==> src/rtl/pipeline_stall_ctrl_pkg.sv <==
// Shared types and constants for the pipeline stall/bubble sequencer.
// Register-address width, SRAM wait-FSM state encodings and the operand match helper.
package pipeline_stall_ctrl_pkg;

  localparam int REG_ADDRESS_LEN = 4;

  typedef enum logic [1:0] {
    SRAM_IDLE = 2'd0,
    SRAM_WAIT = 2'd1,
    SRAM_DONE = 2'd2
  } sram_state_t;

  // True when an ID source reads the given destination; src2 only counts when it is live.
  function automatic logic reg_match(
    input logic [REG_ADDRESS_LEN-1:0] src1,
    input logic [REG_ADDRESS_LEN-1:0] src2,
    input logic                       src2_live,
    input logic [REG_ADDRESS_LEN-1:0] dst
  );
    return (src1 == dst) || (src2_live && (src2 == dst));
  endfunction

endpackage

==> src/rtl/pipeline_stall_ctrl_hazard_detect.sv <==
// Combinational data-hazard detector for the ID stage against EXE and MEM destinations.
// With forwarding only the load-use case stalls; otherwise any pending write-back does.
module hazard_detect
  import pipeline_stall_ctrl_pkg::*;
(
  input  logic                       en_forwarding,
  input  logic                       ignore_hazard,
  input  logic [REG_ADDRESS_LEN-1:0] ID_src1,
  input  logic [REG_ADDRESS_LEN-1:0] ID_src2,
  input  logic                       ID_two_src,
  input  logic [REG_ADDRESS_LEN-1:0] EXE_dst,
  input  logic                       EXE_wb_en,
  input  logic                       EXE_mem_read,
  input  logic [REG_ADDRESS_LEN-1:0] MEM_dst,
  input  logic                       MEM_wb_en,
  output logic                       hz
);

  logic exe_match;
  logic mem_match;
  logic raw_hz;
  logic can_ignore;

  assign exe_match = reg_match(ID_src1, ID_src2, ID_two_src, EXE_dst);
  assign mem_match = reg_match(ID_src1, ID_src2, ID_two_src, MEM_dst);

  assign raw_hz = en_forwarding
                ? (EXE_mem_read & EXE_wb_en & exe_match)
                : ((EXE_wb_en & exe_match) | (MEM_wb_en & mem_match));

  // A pending load in EXE cannot be covered by forwarding, so the override is refused there.
  assign can_ignore = ignore_hazard & (~en_forwarding | ~EXE_mem_read);

  assign hz = raw_hz & ~can_ignore;

endmodule

==> src/rtl/pipeline_stall_ctrl.sv <==
// Stall/bubble sequencer: SRAM wait FSM, hazard-output gating and a saturating stall counter.
// Memory freeze overrides data hazards; hazard outputs stay combinational.
module pipeline_stall_ctrl
  import pipeline_stall_ctrl_pkg::*;
#(
  parameter int MEM_WAIT_CYCLES = 6
) (
  input  logic                       clk,
  input  logic                       rst,
  input  logic                       en_forwarding,
  input  logic                       ignore_hazard,
  input  logic [REG_ADDRESS_LEN-1:0] ID_src1,
  input  logic [REG_ADDRESS_LEN-1:0] ID_src2,
  input  logic                       ID_two_src,
  input  logic [REG_ADDRESS_LEN-1:0] EXE_dst,
  input  logic                       EXE_wb_en,
  input  logic                       EXE_mem_read,
  input  logic [REG_ADDRESS_LEN-1:0] MEM_dst,
  input  logic                       MEM_wb_en,
  input  logic                       MEM_mem_req,
  output logic                       freeze_front,
  output logic                       bubble_ID_EXE,
  output logic                       freeze_all,
  output logic                       sram_busy,
  output logic [15:0]                stall_cycles
);

  // WAIT lasts MEM_WAIT_CYCLES-2 cycles so that request cycle plus WAIT spans MEM_WAIT_CYCLES-1.
  localparam logic [3:0] WAIT_LOAD = 4'(MEM_WAIT_CYCLES - 2);

  sram_state_t state;
  logic [3:0]  wait_cnt;
  logic [15:0] stall_cnt;
  logic        hz;

  hazard_detect u_hazard_detect (
    .en_forwarding (en_forwarding),
    .ignore_hazard (ignore_hazard),
    .ID_src1       (ID_src1),
    .ID_src2       (ID_src2),
    .ID_two_src    (ID_two_src),
    .EXE_dst       (EXE_dst),
    .EXE_wb_en     (EXE_wb_en),
    .EXE_mem_read  (EXE_mem_read),
    .MEM_dst       (MEM_dst),
    .MEM_wb_en     (MEM_wb_en),
    .hz            (hz)
  );

  always_ff @(posedge clk or negedge rst) begin
    if (!rst) begin
      state    <= SRAM_IDLE;
      wait_cnt <= '0;
    end else begin
      case (state)
        SRAM_IDLE: begin
          if (MEM_mem_req) begin
            if (MEM_WAIT_CYCLES == 2) begin
              state <= SRAM_DONE;
            end else begin
              state    <= SRAM_WAIT;
              wait_cnt <= WAIT_LOAD;
            end
          end
        end
        SRAM_WAIT: begin
          wait_cnt <= wait_cnt - 4'd1;
          if (wait_cnt <= 4'd1) state <= SRAM_DONE;
        end
        SRAM_DONE: state <= SRAM_IDLE;
        default:   state <= SRAM_IDLE;
      endcase
    end
  end

  // Outputs are forced low while reset is held so an in-flight access is aborted at once.
  assign freeze_all    = rst & (((state == SRAM_IDLE) & MEM_mem_req) | (state == SRAM_WAIT));
  assign sram_busy     = rst & (state == SRAM_WAIT);
  assign freeze_front  = rst & hz & ~freeze_all;
  assign bubble_ID_EXE = rst & hz & ~freeze_all;

  always_ff @(posedge clk or negedge rst) begin
    if (!rst) begin
      stall_cnt <= '0;
    end else if ((freeze_front | freeze_all) && (stall_cnt != 16'hFFFF)) begin
      stall_cnt <= stall_cnt + 16'd1;
    end
  end

  assign stall_cycles = stall_cnt;

endmodule

==> config.mk <==
export PLATFORM = sky130hd
export DESIGN_NAME = pipeline_stall_ctrl
export DESIGN_NICKNAME = d
export VERILOG_FILES = /design/src/rtl/pipeline_stall_ctrl_pkg.sv /design/src/rtl/pipeline_stall_ctrl_hazard_detect.sv /design/src/rtl/pipeline_stall_ctrl.sv
export SDC_FILE = /design/constraint.sdc
export NUM_CORES = 1
export LEC_CHECK = 0
export ABC_AREA = 1
export BUFFER_PORTS_ARGS = -buffer_cell sky130_fd_sc_hd__buf_4
export CAP_MARGIN = 20
export CORE_MARGIN = 5
export CORE_UTILIZATION = 47
export DETAILED_ROUTE_END_ITERATION = 10
export GPL_TIMING_DRIVEN = 0
export PLACE_DENSITY = 0.82
export SYNTH_ARGS = -nofsm -noshare
export SYNTH_HDL_FRONTEND = slang
export SYNTH_SLANG_ARGS = --single-unit
==> constraint.sdc <==
create_clock -name clk -period 1.6 [get_ports clk]
set_clock_uncertainty 0.1 [all_clocks]
set_input_delay 0 -clock clk [delete_from_list [all_inputs] [get_ports clk]]
set_output_delay 0 -clock clk [all_outputs]
set_load 0.005 [all_outputs]
==> flow_summary.ini <==
[outcome]
status = finished with violations
violations = setup timing

[yosys]
ys_seq_area_share_pct = 34.5
synth_edf_count = 0
synth-main-ff-cell = dfrtp_1
ys_seq_elements = 22
synth_cell_types = 26
netlist_area_um2 = 1590
syn_nets = 259
synthArstFlopShare_pct = 100
avgSynthCellArea_um2 = 6.90
yosysWarnings = 0
synth_cells = 231

[setup_path]
critPathLaunchType = flip-flop
path_class = reg2reg
crit_start = stall_cycles[0]
critPathArrivalTime_ns = 1.87
cp-end-kind = flip-flop
cp.required_ns = 1.76
path_max_fanout = 8
r2r_start = stall_cycles[0]

[timing]
period_share_pct = 107
worst_pin_slew_ns = 0.319
fmax_mhz = 584
fin_ws_ns = -0.113
setup_viol = 16
hold_ws_ns = 0.196
hold_viol = 0
maxSlewViolCount = 0
period_needed_ns = 1.71
fin_setup_tns_ns = -1.49
rsz0062_at_grt = true
relSlewSlack_pct = 78.5

[power]
power_frac_clock_pct = 12.6
ir_drop_mv = 0.702
p_leak_nw = 1.27
p_int_mw = 1.47
switching_share_pct = 39.6
p_per_area_nw_per_um2 = 1040
power.switching_mw = 0.965
p_seq_share_pct = 33.8
p_comb_share_pct = 53.6

[floorplanning]
core-area_um2 = 3310
fp.dieH_um = 68.2
ioPinCount = 45
die_w_um = 68.2
num_rows = 21
dieArea_um2 = 4660
start_util_pct = 48.1

[route]
ant_nets = 0
num_vias = 1701
drt-total-wl_um = 4460
dr.pass1.iters = 4
vias_per_cell = 4.92
drt_iter0_drc = 119
drc = 0
wire_per_inst_um = 12.9

[place]
pre_cts_ws_ns = -0.326
place_congestion = 0.867
dpl.hpwl_um = 2930
port_buffers = 44

[cells_and_area]
mostFrequentLayoutCell = nand2_1
multi_input_area_um2 = 1010
seq_area_um2 = 551
mostFrequentLayoutCells = nand2_1, buf_4, inv_1
fill_cells = 270
layout.nets = 329
utilization_pct = 70.4
syn2layout_area_growth_pct = 46.2
drive_gt1_share_pct = 33.3
diodes = 0

[cts]
clock_sinks = 22
cts_tree = yes
path_clk_slew_ns = 0.12
clk_latency_ns = 0.31
cts_inserted_buffers = 3
htreeDepth = 1
cts_buffer_depth = 2
clock-root-buffer = clkbuf_4

[job]
drv_cap = 0

[min_path]
holdCritStartpoint = ignore_hazard
holdCritPathClass = in2reg

[grt]
antenna_found_initial = 0
grt_pass1_vias = 1669
grt_util_all_layers_pct = 20.1
grt_pass1_wl_um = 7060
grt_start_max_net_pins = 23
grt_overflow_total = 0
==> what timing repair did <==
item / CTS / global route
endpoints found under the setup margin: 16 / 17
endpoints found under the hold margin: 26 / 3
cloned: 2 / 0
gates resized for setup: 18 / 12
buffers inserted: 10 / 5
hold buffers: 2 / 1
pin swaps: 4 / 8
==> state kept, by name (all words and copies together), names as in the netlist <==
| signal | flops |
|---|---|
| stall_cycles | 16 |
| wait_cnt | 4 |
| state | 2 |
==> stage by stage <==
step	total power [mW]	cells	area (µm²)
after floorplan	1.41	231	1600
after CTS	2.28	339	2210
after detailed placement	1.76	321	1990
after global placement	1.72	321	1990
after global routing	2.63	346	2330
final	2.43	346	2330
==> Yosys cell counts, types with 2 or more instances <==
master / n / share of area [%]
buf_4: 2 / 0.94
dfrtp_1: 22 / 35
ha_1: 3 / 2.4
inv_1: 29 / 6.8
nand2_1: 80 / 19
nand2_2: 3 / 1.2
nand2_4: 2 / 1.4
nand3_1: 24 / 7.5
nor2_1: 22 / 5.2
nor2_2: 3 / 1.2
nor3_1: 4 / 1.3
o21ai_0: 5 / 1.6
xnor2_1: 6 / 3.3
xor2_1: 14 / 7.7
==> power groups by stage <==
stage | combinational (mW) | sequential [mW] | clock (mW)
3_5_place_dp | 0.938 | 0.823 | 0
5_1_grt | 1.44 | 0.843 | 0.342
3_3_place_gp | 0.905 | 0.813 | 0
6_report | 1.31 | 0.822 | 0.308
2_1_floorplan | 0.610 | 0.802 | 0
4_1_cts | 1.15 | 0.817 | 0.318
==> worst paths after layout <==
kind / to / slack [ns] / cells after the start
max reg2reg: stall_cycles[11] / -0.11 / 10
min reg2reg: wait_cnt[3] / 0.41 / 1
max in group asynchronous: stall_cycles[9] / 0.47 / 4
max: stall_cycles[11] / -0.11 / 10
min in group asynchronous: stall_cycles[1] / 0.55 / 3
min: stall_cycles[13] / 0.20 / 7
==> critical path: stages (launching register included) <==
cell and delay [ns]:
dfrtp_1 0.44, ha_4 0.18, nand3_4 0.09, nor3_4 0.16, nand2_2 0.11, nor2_4 0.11, nand2_4 0.10, nand2_4 0.11
buf_6 0.13, nand2_2 0.05, nand2_1 0.07
==> kinds of logic (layout without fill, tap and decap cells) <==
| family | Yosys count | after routing | share of synthesized area [%] |
|---|---|---|---|
| AO/OA/AOI/OAI | 9 | 9 | 3.30 |
| XOR/XNOR | 20 | 20 | 11.0 |
| adder cells (fa/ha/maj) | 3 | 3 | 2.36 |
| buffers and inverters | 34 | 103 | 9.03 |
| flip-flops | 22 | 22 | 34.5 |
| AND/OR/NAND/NOR | 143 | 143 | 39.8 |
==> metal layers <==
layer	up-vias	GRT usage [%]	part of all wire, %
li1	852	-	-
met3	10	3.45	5.3
met1	793	24.2	41
met4	0	6.45	2.2
met5	-	0	0
met2	46	35.9	51
==> layout make-up <==
type | count | share of cell area, %
flip-flops and latches | 22 | 23.6
multi-input cells | 175 | 43.2
clock buffers | 4 | 1.56
repair buffers | 65 | 22.6
well taps | 46 | 2.47
inverters | 30 | 4.83
plain buffers | 4 | 1.77
Note: power is estimated with default switching activity, not from simulation.
